--- config.mk ---
export PLATFORM = sky130hd
export DESIGN_NAME = imm_extend_pipe
export DESIGN_NICKNAME = d
export VERILOG_FILES = /design/src/rtl/imm_pkg.sv /design/src/rtl/imm_extend_core.sv /design/src/rtl/imm_extend_pipe.sv
export SDC_FILE = /design/constraint.sdc
export NUM_CORES = 1
export LEC_CHECK = 0
export CAP_MARGIN = 10
export CORE_MARGIN = 2
export CORE_UTILIZATION = 56
export DETAILED_ROUTE_END_ITERATION = 16
export GPL_ROUTABILITY_DRIVEN = 0
export MAX_ROUTING_LAYER = met4
export PLACE_DENSITY = 0.86
export SKIP_LAST_GASP = 1
export SYNTH_ARGS = -nofsm -noshare
export SYNTH_HDL_FRONTEND = slang
export SYNTH_HIERARCHICAL = 1
export SYNTH_SLANG_ARGS = --single-unit
--- constraint.sdc ---
create_clock -name Clk -period 3.3 [get_ports Clk]
set_clock_uncertainty 0.2 [all_clocks]
set_input_delay 0.33 -clock Clk [delete_from_list [all_inputs] [get_ports Clk]]
set_output_delay 0.33 -clock Clk [all_outputs]
set_load 0.05 [all_outputs]
--- src/rtl/imm_pkg.sv ---
// imm_pkg: shared definitions for the immediate-extension pipeline.
// Holds the Ctrl encodings, the Imm26 field bit positions and a sign-extension helper.
package imm_pkg;

  // Extension modes carried on Ctrl; encodings 5..7 are illegal.
  typedef enum logic [2:0] {
    IMM_I    = 3'b000,
    IMM_D    = 3'b001,
    IMM_B    = 3'b010,
    IMM_CBZ  = 3'b011,
    IMM_MOVZ = 3'b100
  } imm_ctrl_e;

  // I-type: 12-bit field plus a "shift by 12" flag
  localparam int I_LSB     = 10;
  localparam int I_MSB     = 21;
  localparam int I_SH_BIT  = 22;
  // D-type: 9-bit signed offset
  localparam int D_LSB     = 12;
  localparam int D_MSB     = 20;
  // B-type: the whole 26-bit field is a signed offset
  localparam int B_LSB     = 0;
  localparam int B_MSB     = 25;
  // CBZ: 19-bit signed offset
  localparam int CBZ_LSB   = 5;
  localparam int CBZ_MSB   = 23;
  // MOVZ: 16-bit payload and a 2-bit halfword selector
  localparam int MOVZ_LSB  = 5;
  localparam int MOVZ_MSB  = 20;
  localparam int HW_LSB    = 21;
  localparam int HW_MSB    = 22;

  // Sign-extend the low 'width' bits of 'field' to 64 bits.
  function automatic logic [63:0] sext64(input logic [25:0] field, input int unsigned width);
    logic [63:0] res;
    for (int unsigned i = 0; i < 64; i++) begin
      res[i] = (i < width) ? field[i] : field[width-1];
    end
    return res;
  endfunction

endpackage

--- src/rtl/imm_extend_core.sv ---
// imm_extend_core: combinational immediate extraction/extension.
// Optional feature macro: IMMX_BRSHIFT_EN (B-type and CBZ offsets scaled by 4).
module imm_extend_core
  import imm_pkg::*;
#(
  parameter int DATA_W = 64   // 32 or 64
) (
  input  logic [25:0]       imm26,
  input  logic [2:0]        ctrl,
  output logic [DATA_W-1:0] value,
  output logic              err
);

`ifdef IMMX_BRSHIFT_EN
  localparam int BR_SH = 2;   // word offset -> byte offset
`else
  localparam int BR_SH = 0;
`endif

  logic [63:0] full;

  // Decode the mode and build the 64-bit extended value; truncation happens at the output.
  always_comb begin
    full = '0;
    err  = 1'b0;
    case (ctrl)
      IMM_I: begin
        full = {52'd0, imm26[I_MSB:I_LSB]};
        if (imm26[I_SH_BIT]) begin
          full = full << 12;
        end
      end
      IMM_D:   full = sext64({17'd0, imm26[D_MSB:D_LSB]}, 9);
      IMM_B:   full = sext64(imm26[B_MSB:B_LSB], 26) << BR_SH;
      IMM_CBZ: full = sext64({7'd0, imm26[CBZ_MSB:CBZ_LSB]}, 19) << BR_SH;
      IMM_MOVZ: begin
        // A 32-bit result cannot hold halfwords 2 or 3.
        if ((DATA_W == 32) && imm26[HW_MSB]) begin
          err = 1'b1;
        end else begin
          full = {48'd0, imm26[MOVZ_MSB:MOVZ_LSB]} << {imm26[HW_MSB:HW_LSB], 4'b0000};
        end
      end
      default: err = 1'b1;
    endcase
  end

  assign value = full[DATA_W-1:0];

endmodule

--- src/rtl/imm_extend_pipe.sv ---
// imm_extend_pipe: two-stage valid/ready pipeline around imm_extend_core.
// S1 registers the raw request, S2 registers the extended result.
// Optional feature macro: IMMX_BRSHIFT_EN (handled inside imm_extend_core).
module imm_extend_pipe
  import imm_pkg::*;
#(
  parameter int DATA_W = 64,   // 32 or 64
  parameter int TAG_W  = 4
) (
  input  logic              Clk,
  input  logic              Reset_L,
  input  logic              InValid,
  output logic              InReady,
  input  logic [25:0]       Imm26,
  input  logic [2:0]        Ctrl,
  input  logic [TAG_W-1:0]  TagIn,
  input  logic              Flush,
  output logic              OutValid,
  input  logic              OutReady,
  output logic [DATA_W-1:0] BusImm,
  output logic [TAG_W-1:0]  TagOut,
  output logic              Err
);

  logic              s1_valid_reg;
  logic [25:0]       s1_imm_reg;
  logic [2:0]        s1_ctrl_reg;
  logic [TAG_W-1:0]  s1_tag_reg;

  logic              s2_valid_reg;
  logic [DATA_W-1:0] s2_imm_reg;
  logic [TAG_W-1:0]  s2_tag_reg;
  logic              s2_err_reg;

  logic              s2_load;
  logic              accept;
  logic [DATA_W-1:0] ext_value;
  logic              ext_err;

  // S2 can take a new entry when it is empty or its entry leaves this cycle.
  assign s2_load = !s2_valid_reg || OutReady;
  assign InReady = !Flush && (!s1_valid_reg || s2_load);
  assign accept  = InValid && InReady;

  imm_extend_core #(
    .DATA_W (DATA_W)
  ) u_core (
    .imm26 (s1_imm_reg),
    .ctrl  (s1_ctrl_reg),
    .value (ext_value),
    .err   (ext_err)
  );

  // S1: capture an accepted request, or empty out when the entry moves to S2.
  always_ff @(posedge Clk or negedge Reset_L) begin
    if (!Reset_L) begin
      s1_valid_reg <= 1'b0;
      s1_imm_reg   <= '0;
      s1_ctrl_reg  <= '0;
      s1_tag_reg   <= '0;
    end else if (Flush) begin
      s1_valid_reg <= 1'b0;
    end else if (accept) begin
      s1_valid_reg <= 1'b1;
      s1_imm_reg   <= Imm26;
      s1_ctrl_reg  <= Ctrl;
      s1_tag_reg   <= TagIn;
    end else if (s2_load) begin
      s1_valid_reg <= 1'b0;
    end
  end

  // S2: load the extended result whenever the output slot is free; hold otherwise.
  always_ff @(posedge Clk or negedge Reset_L) begin
    if (!Reset_L) begin
      s2_valid_reg <= 1'b0;
      s2_imm_reg   <= '0;
      s2_tag_reg   <= '0;
      s2_err_reg   <= 1'b0;
    end else if (Flush) begin
      s2_valid_reg <= 1'b0;
    end else if (s2_load) begin
      s2_valid_reg <= s1_valid_reg;
      if (s1_valid_reg) begin
        s2_imm_reg <= ext_value;
        s2_tag_reg <= s1_tag_reg;
        s2_err_reg <= ext_err;
      end
    end
  end

  assign OutValid = s2_valid_reg;
  assign BusImm   = s2_imm_reg;
  assign TagOut   = s2_tag_reg;
  assign Err      = s2_err_reg;

endmodule

* Word-level counts from Yosys, hierarchy flattened
Cells that the tools add are included.
** Cells by class
- Bitwise gates (word level) :: 1
- Reductions and logical operators :: 13
- Multiplexer cells :: 8
- Equal/unequal tests :: 4
- Shifts and indexed selects :: 1
** Operators with widths (count)
- $pmux 64 s5 :: 1
- $shl 16x6->64 :: 1
- $mux 24 :: 1
- $eq 3x2->1 const B :: 2
- $mux 1 :: 6
- $reduce_or 5->1 :: 1
- $eq 3x1->1 const B :: 1
- $eq 3x3->1 const B :: 1
- $logic_not 1->1 :: 3
- $logic_not 3->1 :: 1
- $reduce_and 3->1 :: 1
- $reduce_bool 3->1 :: 1
- $logic_and 1x1->1 :: 2
- $logic_or 1x1->1 :: 2
- $reduce_and 2->1 :: 1
- $reduce_bool 2->1 :: 1
- $not 1->1 :: 1
** Word-level totals
- Input port bits :: 38
- Output and inout port bits :: 71
- Register bits :: 104
- Logic and storage cells :: 35

* Longest topological paths before layout
Gate-level depths: netlist of the first run.
- Depth in word-level cells :: 7
- Gate-level depth with buffers :: 7
- Depth with buffers taken out :: 4

* Modules after synthesis
The synthesis of the first run kept the hierarchy.
** Modules (own cells, without submodules)
- imm_extend_pipe :: sequential area each 2602.5 um2, cells each 226, area each 3995.1 um2, times used 1
- imm_extend_core :: sequential area each 0.0 um2, cells each 214, area each 1557.7 um2, times used 1

* Worst setup path before layout of the first run
No wires, ideal clock.
- Path type :: register to register
- Start :: reg s2_valid_reg (netlist: OutValid)
- End :: reg s2_imm_reg[53] (netlist: BusImm[53])
- Path slack :: 1189 ps
- Clock period less this slack :: 2111 ps
- Library setup time :: 125 ps
- Cell stages (with the launch flop) :: 6
- Path buffers :: 2
- Data arrival time :: 1786 ps
- Required time :: 2975 ps
- Path through :: dfrtp_1 -> nor2b_1 -> nor3b_2 -> buf_2 -> buf_4 -> mux2_2
** On the way
- Word-level cells in the longest chain between the ends :: 3
** RTL lines
- from (decl) :: line imm_extend_pipe.sv:30 : logic s2_valid_reg;
- from (signal assigned) :: line imm_extend_pipe.sv:83 : s2_valid_reg <= s1_valid_reg;
- $logic_not 1->1 :: line imm_extend_pipe.sv:41 : assign s2_load = !s2_valid_reg || OutReady;
- $logic_or 1x1->1 :: line imm_extend_pipe.sv:41
- $reduce_and 3->1 (no source line)
- to (signal assigned) :: line imm_extend_pipe.sv:85 : s2_imm_reg <= ext_value;
- to (decl) :: line imm_extend_pipe.sv:31 : logic [DATA_W-1:0] s2_imm_reg;
Every way passes these cells.
A chain may end at the register's enable or synchronous reset.

* Worst setup path in the final report of the first run
- Start :: reg s1_ctrl_reg[0]
- End :: reg s2_imm_reg[3] (netlist: BusImm[3])
** On the way
- Word-level cells in the longest chain between the ends :: 2
- Elaborated cells between the ends (all ways) :: 6
- Classes of those cells :: eq/ne (4); mux (1); reduce/logical (1)
** RTL lines
- from (decl) :: line imm_extend_pipe.sv:27 : logic [2:0] s1_ctrl_reg;
- from (signal assigned) :: line imm_extend_pipe.sv:66 : s1_ctrl_reg <= Ctrl;
- $eq 3x3->1, or another cell as far along :: line imm_extend_core.sv:26 : case (ctrl)
- $pmux 64 s5 (*) :: line imm_extend_core.sv:26
- net ext_value[3] :: line imm_extend_pipe.sv:37 : logic [DATA_W-1:0] ext_value;
Mark *: on every way through the listed nets, which the timed path passes. The rest lies on a longest branch.

==> results of run 1 <==
## power breakdown
group | internal [mW] | switching [mW] | total (mW)
Clock | 0.370 | 0.422 | 0.792
Sequential | 1.59 | 0.325 | 1.91
Combinational | 0.933 | 1.42 | 2.35
Total | 2.89 | 2.16 | 5.05
## layout by cell type (no fill, tap or decap), drive strengths merged, types with 2 or more instances in the layout
master         instances
mux2                 108
clkdlybuf4s50        107
dfrtp                104
o2bb2ai               41
a22oi                 21
nand2                 16
buf                   12
clkbuf                11
a21oi                 10
o21ai                  9
nor2                   6
nor2b                  5
o221ai                 5
a311o                  5
mux2i                  5
o22ai                  5
nand3b                 4
a211o                  4
and3b                  3
inv                    3
nand3                  3
or3b                   2
nor3b                  2
clkinv                 2
a221o                  2
nand2b                 2
a31oi                  2
a22o                   2
o211ai                 2
o21a                   2
nor4b                  2
## critical path, stage by stage, from the launching register on
cell and delay (ps):
dfrtp_1 860, buf_4 370, o21a_1 170, or2_1 330, o21ai_0 210, mux2_2 290
## area by class of cell
class,count,area share (%)
clock buffer,11,2.08
clock inverter,4,0.811
inverter,3,0.166
multi-input combinational,277,38.7
sequential,104,38.3
tap,133,2.45
timing repair buffer,120,17.4
## through the flow
step | std cells | setup WS, ps
floorplan | 440 | 1190
global placement | 636 | 642
detailed placement | 636 | 594
CTS | 652 | 822
global route | 652 | 637
finish | 652 | 757
## per-layer routing
metal  GRT usage [%]  up-vias  wire length [um]
met4            8.49        0               271
met2            40.1      208              6240
met5               -        -                 0
met3            3.02       24               917
li1                -     1809                 -
met1            33.3     1949              5590
## path summary, 6_finish.rpt
path | slack, ps | from | end | cells after the start
max | 760 | s1_ctrl_reg[0] | BusImm[3] | 5
min | 300 | BusImm[55] | BusImm[55] | 1
max reg2reg | 760 | s1_ctrl_reg[0] | BusImm[3] | 5
min reg2reg | 300 | BusImm[55] | BusImm[55] | 1
max in group asynchronous | 1700 | Reset_L | BusImm[19] | 3
min in group asynchronous | 420 | Reset_L | BusImm[36] | 2
## kinds of logic after synthesis
logic type	Yosys count
compound gates	115
simple gates	49
flops	104
buf+inv	59
mux	113
==> flow_summary.ini, run 1 <==
[critical_path]
arrival_ps = 2610
end_kind = flop
worstPathMaxFanout = 22
cp.required_ps = 3360
crit_path_start_kind = flop
crit_type = reg2reg

[synthesis]
ys_async_sr_fraction_pct = 100
synthSimpleGateAreaFrac_pct = 5.97
synthCells = 440
synth_top_family_by_area = multiplexers
synth_area_leaders = dfrtp_1 47%, mux2_2 15%, mux2_4 8.4%
ys_seq_elements = 104
muxShareOfSynthArea_pct = 24.9
ys_types = 49
synth_fa_ha_area_share_pct = 0
synthFlopType = dfrtp_1
synth.top_cell.area_share_pct = 46.9
synth_compound_area_share_pct = 16.4
syn_nets = 478
synth_edf_count = 0
synth_xor_area_share_pct = 0
syn_avg_cell_area_um2 = 12.6
netlist_top_cells_count = 104 x dfrtp_1, 73 x mux2_2, 41 x o2bb2ai_1
ys_seq_area_share_pct = 46.9
synth.cell_area_mm2 = 0.00555
yosys_warnings = 6
yosysMostFrequentCell = dfrtp_1
yosysTopAreaCell = dfrtp_1

[finish]
layout.nets = 553
antennaDiodeCount = 0
finalCoreUtilization_pct = 70.1
largest_register_ffs = 64
stdcell_area_mm2 = 0.00679
fillers = 695
seqCellArea_mm2 = 0.00260
drive_gt1_share_pct = 27.2
multiInputGateArea_mm2 = 0.00263
syn2layout_area_growth_pct = 22.3

[detailed_routing]
routedWlPerCell_um = 20.0
via_per_inst = 6.12
drc = 0
drtAntennaViolNets = 0
vias = 3990
routed_wl_mm = 13.0
firstDrtPassIters = 7
drt_iter0_drc = 441

[pwr]
ir_drop_mv = 0.402
leakage_nw = 2.88
powerDensity_mw_per_mm2 = 744
power_mw = 5.05

[floorplanning]
io_pins = 109
die_area_mm2 = 0.0107
fp-row-count = 36
die_w_um = 104
start_util_pct = 57.3
die-height_um = 104
core_area_mm2 = 0.00968

[global_routing]
antenna_found_initial = 0
grt.overflow.total = 0
grt_max_degree = 72
grt_pass1_vias = 3880
grt_pass1_wl_mm = 20.9
grtUsageTotal_pct = 25.0

[clocking]
post_cts_buffers = 0
cts_sinks = 104
clockBufferDepth = 2
numCtsBuffers = 9
cts_hold_buffers = 1
cts_tree = built
cts.repair.resized = 0
cts-root-buf = clkbuf_8
h-tree-depth = 3
cts.clk_slew.worst_paths_ps = 100
clk_latency_ps = 370

[sta]
max_freq_ghz = 0.393
max_slew_margin_pct = 22.5
worstMarginPinSlew_ps = 1160
final_max_slew_viol_count = 0
final.setup.tns_ps = 0
rsz0062_at_grt = no
min_period_ps = 2540
final-hold-violation-count = 0
timing.hold.ws_ps = 300
setup_viol = 0
fin_crit_sh_pct = 77.1

[run]
drv_cap = 0

[placed_design]
port_buffers = 108
dp_hpwl_mm = 8.68
placed_area_mm2 = 0.00658

[run_status]
status = completed

[worst_hold_path]
min_path_type = reg2reg
No activity file was read; power rests on OpenSTA's default activity.
==> run 2, diff against run 1 <==
--- a/config.mk
+++ b/config.mk
@@ -7,11 +7,11 @@
 export LEC_CHECK = 0
 export CAP_MARGIN = 10
 export CORE_MARGIN = 2
-export CORE_UTILIZATION = 56
+export CORE_UTILIZATION = 47
 export DETAILED_ROUTE_END_ITERATION = 16
 export GPL_ROUTABILITY_DRIVEN = 0
 export MAX_ROUTING_LAYER = met4
-export PLACE_DENSITY = 0.86
+export PLACE_DENSITY = 0.77
 export SKIP_LAST_GASP = 1
 export SYNTH_ARGS = -nofsm -noshare
 export SYNTH_HDL_FRONTEND = slang
==> constraint.sdc (replaced) <==
create_clock -name Clk -period 2.09 [get_ports Clk]
set_clock_uncertainty 0.2 [all_clocks]
set_input_delay 0.209 -clock Clk [delete_from_list [all_inputs] [get_ports Clk]]
set_output_delay 0.209 -clock Clk [all_outputs]
set_load 0.05 [all_outputs]
==> flow_summary.ini, run 2 (synthesis results as in run 1) <==
[run_status]
status = completed

[finish]
drive_gt1_share_pct = 31.7
syn2layout_area_growth_pct = 29.6
final-instance-count-excl-fill = 689
layout.nets = 579
final_common_cell = clkdlybuf4s50_1
antennaDiodeCount = 0
largest_register_ffs = 64
final_cell_mix = 106 x clkdlybuf4s50_1, 102 x dfrtp_1, 73 x mux2_2

[detailed_routing]
vias = 4134
routed_wl_mm = 13.8
routedWlPerCell_um = 20.0
drt_iter0_drc = 488
drtAntennaViolNets = 0
drc = 0
via_per_inst = 6.00
firstDrtPassIters = 6

[placed_design]
port_buffers = 108
dp_hpwl_mm = 9.54
dp.cells = 672

[critical_path]
cp.required_ps = 2120
end_kind = flop
worstPathMaxFanout = 39
regToRegSetupSlack_ps = 100
worstReg2RegEnd = BusImm[56]
critPathTopFamily = multiplexers
arrival_ps = 2020
crit_path_start_kind = flop
crit_type = reg2reg
timing.rr.start = s1_ctrl_reg[1]
path_buf_inv = 1
cp_slowest_cell = dfrtp_1
reg2reg_depth = 5
cp_cell_sequence = mux2_4 -> a22oi_4 -> buf_12 -> o2bb2ai_1 -> mux2_1
max_stage_delay_ps = 460

[floorplanning]
start_util_pct = 48.4
die_w_um = 113
core_area_mm2 = 0.0115
die_area_mm2 = 0.0127
die-height_um = 113
io_pins = 109
fp-row-count = 39

[run]
drv_cap = 0

[clocking]
cts.clk_slew.worst_paths_ps = 70
numCtsBuffers = 9
cts-root-buf = clkbuf_16
cts_sinks = 104
post_cts_buffers = 0
h-tree-depth = 3
cts_tree = built
clockBufferDepth = 2
clk_latency_ps = 350

[sta]
final-hold-violation-count = 0
max_freq_ghz = 0.504
rsz0062_at_grt = yes
worstMarginPinSlew_ps = 624
final.setup.tns_ps = 0
setup_viol = 0
fin_crit_sh_pct = 95.0
timing.hold.ws_ps = 177
final_max_slew_viol_count = 0
max_slew_margin_pct = 58.4
min_period_ps = 1990

[pwr]
ir_drop_mv = 0.683
powerDensity_mw_per_mm2 = 1200
leakage_nw = 3.09

[worst_hold_path]
min_path_type = in2async

[global_routing]
grtUsageTotal_pct = 23.2
grt_pass1_vias = 4233
grt_pass1_wl_mm = 22.7
grt_max_degree = 50
grt.overflow.total = 0
antenna_found_initial = 0
==> run 2: changes by cell type in the layout (fill, tap and decap cells not counted), sizes merged <==
cell | before | now
clkbuf | 11 | 10
clkinv | 2 | 0
clkdlybuf4s50 | 107 | 106
inv | 3 | 6
buf | 12 | 39
clkinvlp | 1 | 2
==> run 2: where the power goes <==
part | leakage (nW) | switching (mW) | internal, mW | total (mW)
sequential | 1.31 | 0.451 | 2.51 | 2.96
combinational | 1.63 | 2.34 | 1.58 | 3.91
clock | 0.148 | 0.773 | 0.979 | 1.75
==> run 2: worst max-delay path by stage <==
stage                    from             to  slack [ps]  depth (start not counted)
6_report       s1_ctrl_reg[1]     BusImm[56]         100                          5
5_1_grt        s1_ctrl_reg[1]     BusImm[11]         -60                          6
4_1_cts        s1_ctrl_reg[1]     BusImm[16]          30                          5
3_5_place_dp         OutReady  s1_tag_reg[2]        -140                          5
3_3_place_gp         OutReady  s1_imm_reg[9]        -110                          5
2_1_floorplan        OutValid     BusImm[53]          70                          5
==> run 2: per-layer routing <==
layer | track usage (%) | vias to the layer above | wire [um]
met1 | 32.1 | 2059 | 6090
met4 | 5.93 | 0 | 225
li1 | - | 1850 | -
met2 | 35.0 | 208 | 6360
met5 | - | - | 0
met3 | 5.30 | 17 | 1130
==> run 2: final cells by class <==
class                           instances  area (um^2)
Clock buffer                           10          239
Clock inverter                          6         73.8
Fill cell                             882         4270
Inverter                                3         11.3
Multi-Input combinational cell        277         2630
Sequential cell                       104         2610
Tap cell                              143          179
Timing Repair Buffer                  146         1460
==> run 2: repair_timing <==
| item | 4_1_cts | 5_1_grt |
|---|---|---|
| endpoints found under the hold margin | 35 | 0 |
| setup endpoints to repair | 0 | 4 |
| hold buffers | 1 | 0 |
| gates resized for setup | 0 | 3 |
==> run 2: metrics by stage <==
stage | setup slack, ps | util, % | power [mW] | instance area (um^2)
after global placement | -106 | 59.9 | 6.80 | 6870
after global routing | -60.4 | 62.7 | 9.00 | 7200
after floorplan | 71.7 | - | 5.52 | 5550
final | 104 | 62.7 | 8.62 | 7200
after CTS | 29.7 | 62.7 | 8.66 | 7190
after detailed placement | -135 | 59.9 | 6.89 | 6870
==> run 3, diff against run 2 <==
--- a/config.mk
+++ b/config.mk
@@ -12,6 +12,7 @@
 export GPL_ROUTABILITY_DRIVEN = 0
 export MAX_ROUTING_LAYER = met4
 export PLACE_DENSITY = 0.77
+export REMOVE_ABC_BUFFERS = 1
 export SKIP_LAST_GASP = 1
 export SYNTH_ARGS = -nofsm -noshare
 export SYNTH_HDL_FRONTEND = slang
==> flow_summary.ini, run 3 (synthesis results as in run 1) <==
[critical_path]
crit_type = reg2reg
max_stage_delay_ps = 460
cp.required_ps = 2170
worstPathMaxFanout = 8
cp_cell_sequence = buf_4 -> nor4bb_2 -> and2b_2 -> buf_4 -> o2bb2ai_1 -> mux2_2
cpMostUsedCell = buf_4
arrival_ps = 2090
end_kind = flop
cp_slowest_cell = dfrtp_2
crit_path_start_kind = flop
regToRegSetupSlack_ps = 80

[global_routing]
grt_pass1_wl_mm = 21.1
grt_max_degree = 49
grt.overflow.total = 0
antenna_found_initial = 0
grt_use_met2_pct = 33.4
grtUsageTotal_pct = 21.4
gr-usage-met3_pct = 3.80
grt_pass1_vias = 4056
grt-busiest-layer = met2
use_met1_pct = 29.0

[placed_design]
port_buffers = 108
dp.cells = 670
dp_hpwl_mm = 9.02

[sta]
fin_crit_sh_pct = 96.0
max_freq_ghz = 0.498
setup_viol = 0
rsz0062_at_grt = no
max_slew_margin_pct = 64.9
timing.hold.ws_ps = 116
worstMarginPinSlew_ps = 525
min_period_ps = 2010
final-hold-violation-count = 0
final_max_slew_viol_count = 0

[finish]
seqCellArea_mm2 = 0.00261
final-instance-count-excl-fill = 686
drive_gt1_share_pct = 31.7
syn2layout_area_growth_pct = 28.9
layout.nets = 577
antennaDiodeCount = 0
final_cell_mix = 106 x clkdlybuf4s50_1, 102 x dfrtp_1, 73 x mux2_2
final_common_cell = clkdlybuf4s50_1
largest_register_ffs = 64
fillers = 915
multiInputGateArea_mm2 = 0.00264

[pwr]
powerDensity_mw_per_mm2 = 1180
ir_drop_mv = 0.615
power_mw = 8.44
leakage_nw = 3.08

[clocking]
cts.clk_slew.worst_paths_ps = 60
cts-root-buf = clkbuf_16
h-tree-depth = 3
clockBufferDepth = 2
clk_latency_ps = 340
cts_sinks = 104
numCtsBuffers = 9
cts_tree = built
post_cts_buffers = 0

[detailed_routing]
drc = 0
drtAntennaViolNets = 0
routed_wl_mm = 13.0
drt_iter0_drc = 315
via_per_inst = 5.88
firstDrtPassIters = 6
routedWlPerCell_um = 18.9
vias = 4031

[floorplanning]
die_area_mm2 = 0.0127
core_area_mm2 = 0.0115
fp-row-count = 39
die_w_um = 113
io_pins = 109
start_util_pct = 48.4
die-height_um = 113

[worst_hold_path]
min_path_type = in2async

[run]
drv_cap = 0

[run_status]
status = completed
-- run 3: area by class of cell --
type,count,area share (%)
Timing Repair Buffer,144,20.1
Multi-Input combinational cell,277,36.9
Clock inverter,4,0.629
Inverter,3,0.157
Tap cell,143,2.50
Clock buffer,11,3.39
Sequential cell,104,36.4
-- run 3: repair_timing --
item                                   CTS  global route
hold buffers                             1             0
endpoints found under the hold margin   73             0
setup endpoints to repair                3            35
resized for setup                        1             5
pin swaps                                0             0
-- run 3: metal layers --
metal,vias up,share of wire [%]
met5,-,0
met4,0,1.2
met3,25,4.5
met2,143,49
met1,2009,45
li1,1854,-
-- run 3: report_power, final --
part,total [mW],switching [mW],internal [mW],leakage (nW)
clock,1.64,0.695,0.948,0.145
sequential,2.92,0.412,2.51,1.31
combinational,3.88,2.31,1.57,1.62
total,8.44,3.42,5.03,3.08
-- run 3: path summary, 6_finish.rpt --
kind / endpoint / from / cells past startpoint
max in group asynchronous: BusImm[23] / Reset_L / 3
worst min register to register: BusImm[57] / BusImm[57] / 1
worst max register to register: BusImm[22] / s1_ctrl_reg[1] / 6
min in group Clk: s1_imm_reg[11] / Imm26[11] / 2
worst max-delay path: BusImm[22] / s1_ctrl_reg[1] / 6
worst min-delay path: BusImm[42] / Reset_L / 2
-- run 3: worst max-delay path, delay by kind of cell, from the launching register on --
| kind | cells | cell delay [ps] |
|---|---|---|
| AOI/OAI and AO/OA | 1 | 130 |
| buffers and inverters | 2 | 370 |
| DFF | 1 | 460 |
| muxes | 1 | 180 |
| and+or+nand+nor | 2 | 600 |
-- run 3: stage by stage --
| stage | cell area (um^2) | setup TNS, ps | util [%] | setup slack (ps) |
|---|---|---|---|---|
| 6_report | 7160 | 0 | 62.4 | 84.0 |
| 5_1_grt | 7160 | 0 | 62.4 | 6.48 |
| 3_3_place_gp | 6850 | -3290 | 59.7 | -104 |
| 4_1_cts | 7150 | 0 | 62.3 | 6.21 |
| 3_5_place_dp | 6850 | -4830 | 59.7 | -159 |
| 2_1_floorplan | 5240 | -169360 | - | -2170 |
